==> src/rtl/ethernet_tx_mmio_initiator.sv <==
// Streams one packet into an MMIO TX buffer after polling status, then writes size and send.
// Optional: `define ETH_TX_MMIO_POLL_TIMEOUT_EN bounds status polling to poll_limit_p attempts.
module ethernet_tx_mmio_initiator #(
  parameter int          buf_size_p       = 2048,
  parameter int          axis_width_p     = 64,
  parameter logic [15:0] tx_buf_base_p    = 16'h0800,
  parameter logic [15:0] tx_send_addr_p   = 16'h1010,
  parameter logic [15:0] tx_status_addr_p = 16'h1014,
  parameter logic [15:0] tx_size_addr_p   = 16'h1018,
  parameter int          poll_limit_p     = 1024
) (
  input  logic                    clk_i,
  input  logic                    reset_i,
  input  logic [axis_width_p-1:0] data_i,
  input  logic                    v_i,
  input  logic                    last_i,
  input  logic [2:0]              last_bytes_i,
  output logic                    ready_o,
  output logic [15:0]             addr_o,
  output logic                    write_en_o,
  output logic                    read_en_o,
  output logic [1:0]              op_size_o,
  output logic [axis_width_p-1:0] write_data_o,
  input  logic [axis_width_p-1:0] read_data_i,
  input  logic                    read_data_v_i,
  output logic                    done_o,
  output logic                    error_o
);

  localparam int off_w_lp = $clog2(buf_size_p) + 1;

  typedef enum logic [2:0] {IDLE, POLL, WAIT_RD, STREAM, SIZE, SEND, DRAIN} state_e;

  state_e              r_state, w_next;
  logic [off_w_lp-1:0] r_offset;
  logic [11:0]         r_count;
  logic                w_accept;
  logic                w_overflow;
  logic [3:0]          w_bytes;
  logic                w_unused_rd;

  // Only the ready bit of the status word matters.
  assign w_unused_rd = ^{read_data_i[axis_width_p-1:1], 32'(poll_limit_p)};
  assign w_accept    = v_i & ready_o;
  assign w_overflow  = (int'(r_offset) + 8) > buf_size_p;
  assign w_bytes     = (last_i && last_bytes_i != 3'd0) ? {1'b0, last_bytes_i} : 4'd8;

`ifdef ETH_TX_MMIO_POLL_TIMEOUT_EN
  localparam int poll_w_lp = $clog2(poll_limit_p + 1);
  logic [poll_w_lp-1:0] r_poll_cnt;

  always_ff @(posedge clk_i) begin
    if (reset_i || r_state == IDLE || r_state == STREAM) r_poll_cnt <= '0;
    else if (r_state == POLL)                            r_poll_cnt <= r_poll_cnt + 1'b1;
  end
`endif

  // NOTE: sequential state uses non-blocking assignments so every flop samples pre-edge values.
  always_ff @(posedge clk_i) begin
    if (reset_i) r_state <= IDLE;
    else         r_state <= w_next;
  end

  always_ff @(posedge clk_i) begin
    if (reset_i || r_state == IDLE) begin
      r_offset <= '0;
      r_count  <= '0;
    end else if (r_state == STREAM && w_accept && !w_overflow) begin
      r_offset <= r_offset + off_w_lp'(8);
      r_count  <= r_count + 12'(w_bytes);
    end
  end

  // NOTE: default assignment first so no path through the case can infer a latch.
  always_comb begin
    w_next = r_state;
    case (r_state)
      IDLE:    if (v_i) w_next = POLL;
      POLL:    w_next = WAIT_RD;
      WAIT_RD: begin
        if (read_data_v_i) begin
          if (read_data_i[0]) w_next = STREAM;
`ifdef ETH_TX_MMIO_POLL_TIMEOUT_EN
          else if (int'(r_poll_cnt) >= poll_limit_p) w_next = DRAIN;
`endif
          else w_next = POLL;
        end
      end
      STREAM: begin
        if (w_accept) begin
          if (w_overflow) w_next = last_i ? IDLE : DRAIN;
          else            w_next = last_i ? SIZE : STREAM;
        end
      end
      SIZE:    w_next = SEND;
      SEND:    w_next = IDLE;
      DRAIN:   if (w_accept && last_i) w_next = IDLE;
      default: w_next = IDLE;
    endcase
  end

  // Outputs are forced idle while reset is held so an abandoned packet emits nothing.
  always_comb begin
    ready_o      = 1'b0;
    write_en_o   = 1'b0;
    read_en_o    = 1'b0;
    op_size_o    = 2'd0;
    addr_o       = 16'h0;
    write_data_o = '0;
    done_o       = 1'b0;
    error_o      = 1'b0;
    if (!reset_i) begin
      case (r_state)
        POLL: begin
          read_en_o = 1'b1;
          addr_o    = tx_status_addr_p;
          op_size_o = 2'd3;
        end
        STREAM: begin
          ready_o = 1'b1;
          if (v_i && !w_overflow) begin
            write_en_o   = 1'b1;
            op_size_o    = 2'd3;
            addr_o       = tx_buf_base_p + 16'(r_offset);
            write_data_o = data_i;
          end else if (v_i && last_i) begin
            error_o = 1'b1;
          end
        end
        SIZE: begin
          write_en_o   = 1'b1;
          addr_o       = tx_size_addr_p;
          op_size_o    = 2'd1;
          write_data_o = axis_width_p'(r_count);
        end
        SEND: begin
          write_en_o   = 1'b1;
          addr_o       = tx_send_addr_p;
          op_size_o    = 2'd2;
          write_data_o = axis_width_p'(1);
          done_o       = 1'b1;
        end
        DRAIN: begin
          ready_o = 1'b1;
          error_o = v_i & last_i;
        end
        default: ;
      endcase
    end
  end

endmodule

==> config.mk <==
export PLATFORM = sky130hd
export DESIGN_NAME = ethernet_tx_mmio_initiator
export DESIGN_NICKNAME = d
export VERILOG_FILES = /design/src/rtl/ethernet_tx_mmio_initiator.sv
export SDC_FILE = /design/constraint.sdc
export NUM_CORES = 1
export LEC_CHECK = 0
export BUFFER_PORTS_ARGS = -buffer_cell sky130_fd_sc_hd__buf_2
export CORE_AREA = 5 5 84 86
export DETAILED_ROUTE_END_ITERATION = 8
export DIE_AREA = 0 0 89 91
export GPL_ROUTABILITY_DRIVEN = 0
export PLACE_DENSITY = 0.8
export SYNTH_ARGS = -nofsm -noshare
export SYNTH_HDL_FRONTEND = slang
export SYNTH_SLANG_ARGS = --single-unit
==> constraint.sdc <==
create_clock -name clk_i -period 7.19 [get_ports clk_i]
set_clock_uncertainty 0.1 [all_clocks]
set_input_delay 0.719 -clock clk_i [delete_from_list [all_inputs] [get_ports clk_i]]
set_output_delay 0.719 -clock clk_i [all_outputs]
set_load 0.02 [all_outputs]
==> summary.md <==
| Metric | Value |
|---|---|
| Slew Viols, Final | 0 |
| CP max stage delay | 1.03 ns |
| Register bit total from synthesis | 24 |
| Cell Pwr Density | 92.93 mW/mm2 |
| GR Util All Layers | 0.2232 |
| Initial antenna violation count | 0 |
| Vias per Instance | 5.585 |
| Number of synthesized flops with an enable pin | 0 |
| Post-CTS sizing | 0 |
| Placed cells | 507 |
| Avg Inst Size Synth | 7.603 um2 |
| IO Port Bufs | 154 |
| Max Root-Sink Buffers | 2 |
| Achievable Freq | 214.1 MHz |
| Slowest stage cell, crit path | nor2_4 |
| Max_cap viols | 0 |
| # IOs | 223 |
| Cell Rows | 29 |
| CTS tree | done |
| Async set-reset flop share out of synthesis | 0 |
| Clk root buf | clkbuf_8 |
| CP Buf/Inv Count | 1 |
| HP Class | reg -> reg |
| Worst-path clk slew | 0.09 ns |
| Cts hold-fix bufs | 0 |
| Full die area | 0.008099 mm2 |
| Post-synthesis cell count | 300 |
| First-pass GRT wire length | 13,960 um |
| VDD IR-drop max | 0.00007206 V |
| Worst Path Arrival | 3.85 ns |
| Library cells used by synthesis | 49 |
| YS warnings | 0 |
| Synthesized area | 0.002281 mm2 |
| Drt initial violations | 220 |
| Final nets | 580 |
| Die H | 91 um |
| Most frequent cells in the layout | 154 x buf_2, 60 x and2_1, 24 x dfxtp_1 |
| Routed WL | 9599 um |
| Vias in the first global route | 2,691 |
| GRT Residual Overflow | 0 |
| Final setup viols | 0 |
| Leak | 1.573 nW |
| Synth-to-Final Area Change | 35.33% |
| RSZ-0062 raised after global routing | no |
| Total number of vias | 2,854 |
| CP endpoint kind | output port |
| Startpoint Class | flop |
| Delay-heaviest family, CP | simple AND/OR/NAND/NOR gates |
| Power, Total | 0.2869 mW |
| Clk sink count | 24 |
| Initial Utilization | 0.3676 |
| Sequential fraction of the synthesis area | 0.2106 |
| Skew-Pair Late Insertion Delay | 0.27 ns |
| Pre-Repair DR Iteration Count | 5 |
| Routed wire per std cell | 18.78 um |
| Pin count of the biggest net entering global routing | 72 |
| Worst path cell trace | ha_1 -> nand3_1 -> xnor2_1 -> o22ai_2 -> a41oi_4 -> nor2_4 -> and2_1 -> buf_2 |
| Detailed Place HPWL | 7720 um |
| Post-CTS setup repair buffer count | 0 |
| Commonest non-fill, non-tap cell in the layout | buf_2 |
| Inserted Clock Buffers | 3 |
| Fillers | 621 |
| Dominant synthesized flop cell | dfxtp_1 |
| Fin Setup TNS | 0 ns |
| Core area | 0.006205 mm2 |
| Crit-path max FO | 71 |
| Hold Vio Cnt, Final | 0 |
| Type of the worst setup path | reg -> out |
| Slew @ Worst Pin | 1.127 ns |
| Residual DRC | 0 |
| Fin cells | 511 |
| Routed Antenna Nets | 0 |
| Layout cell share with drive strength beyond 1 | 0.3894 |
| Min cycle time layout | 4.671 ns |
| Die X | 89 um |
| Rel. slew slack | 0.2466 |
| Status | complete, no violations |
| # H-tree levels | 1 |
| Worst EP required | 6.37 ns |
| Final Cycle Share | 0.6496 |
| ANT cells | 0 |
==> path summary, 6_finish.rpt <==
check              startpoint               end  slack, ns  cells past startpoint
hold reg to reg    r_count[9]        r_count[9]       0.39                      2
hold / removal     r_count[9]        r_count[9]       0.39                      2
setup reg to reg  r_offset[3]        r_state[1]       3.68                     13
setup / recovery  r_offset[3]  write_data_o[52]       2.52                      8
==> tightest hold or removal path, delay by kind of cell (launching register included) <==
kind	cells	cell delay [ns]
flops	1	0.34
compound gates	2	0.11
==> layer usage <==
metal | vias to the layer above | share of wire | track usage
met5 | - | 0 | 0
met4 | 0 | 0.0074 | 0.02233
met3 | 8 | 0.15 | 0.06787
met2 | 193 | 0.41 | 0.3342
met1 | 1300 | 0.42 | 0.3271
li1 | 1353 | - | -
==> sequential cells by signal, indices dropped and copies added, names as in the netlist <==
name,flops
r_count,12
r_offset,9
r_state,3
==> cell type report <==
| class | count | area [um2] | area share |
|---|---|---|---|
| timing repair buffer | 155 | 778.2 | 0.2521 |
| multi-input combinational | 242 | 1643 | 0.5322 |
| sequential | 24 | 480.5 | 0.1557 |
| clock buffer | 4 | 55.05 | 0.01784 |
| tap | 77 | 96.34 | 0.03121 |
| inverter | 9 | 33.78 | 0.01094 |
==> cells by family (layout without fill, tap and decap cells) <==
logic type / after synthesis / count (layout) / share of synthesized area
xor gates and xnor gates: 6 / 6 / 0.02304
AOI/OAI and AO/OA: 84 / 84 / 0.2672
DFF: 24 / 24 / 0.2106
and+or+nand+nor: 138 / 138 / 0.3670
buffers and inverters: 38 / 168 / 0.07789
other: 1 / 5 / 0.001644
adders and majority gates: 9 / 9 / 0.05266
==> per-stage QoR <==
| stage | cell area, um2 | utilization | worst slack, ns | hold WS (ns) |
|---|---|---|---|---|
| floorplan | 2296 | - | 4.105 | 0.3516 |
| global placement | 3032 | 0.4886 | 2.957 | 0.3708 |
| detailed placement | 3032 | 0.4886 | 2.879 | 0.3773 |
| CTS | 3087 | 0.4975 | 2.574 | 0.3907 |
| global route | 3087 | 0.4975 | 2.257 | 0.4259 |
| finish | 3087 | 0.4975 | 2.519 | 0.3927 |
==> power breakdown <==
group          internal [mW]  total [mW]  switching, mW
clock                 0.0490      0.0947         0.0457
sequential             0.134       0.139        0.00452
combinational         0.0245      0.0536         0.0292
total                  0.207       0.287         0.0794
==> cell usage after synthesis, drive strengths merged, types with 2 or more instances <==
master,count,area share
a21o,4,0.013
a21oi,23,0.050
a221oi,2,0.0077
a22o,11,0.042
a31o,3,0.012
a31oi,2,0.0055
and2,60,0.16
and3,2,0.0077
and4,2,0.0088
buf,13,0.037
clkbuf,16,0.026
dfxtp,24,0.21
ha,8,0.044
inv,9,0.015
nand2,9,0.015
nand2b,7,0.019
nand3,9,0.020
nand4,4,0.011
nand4b,3,0.012
nor2,11,0.019
nor2b,5,0.014
nor3,6,0.013
nor3b,3,0.0099
o21ai,10,0.022
o221a,2,0.0099
o311ai,3,0.012
o31ai,15,0.049
or2,2,0.0055
or3,3,0.0082
or4,11,0.036
xor2,5,0.019
No activity file was read; power rests on OpenSTA's default activity.
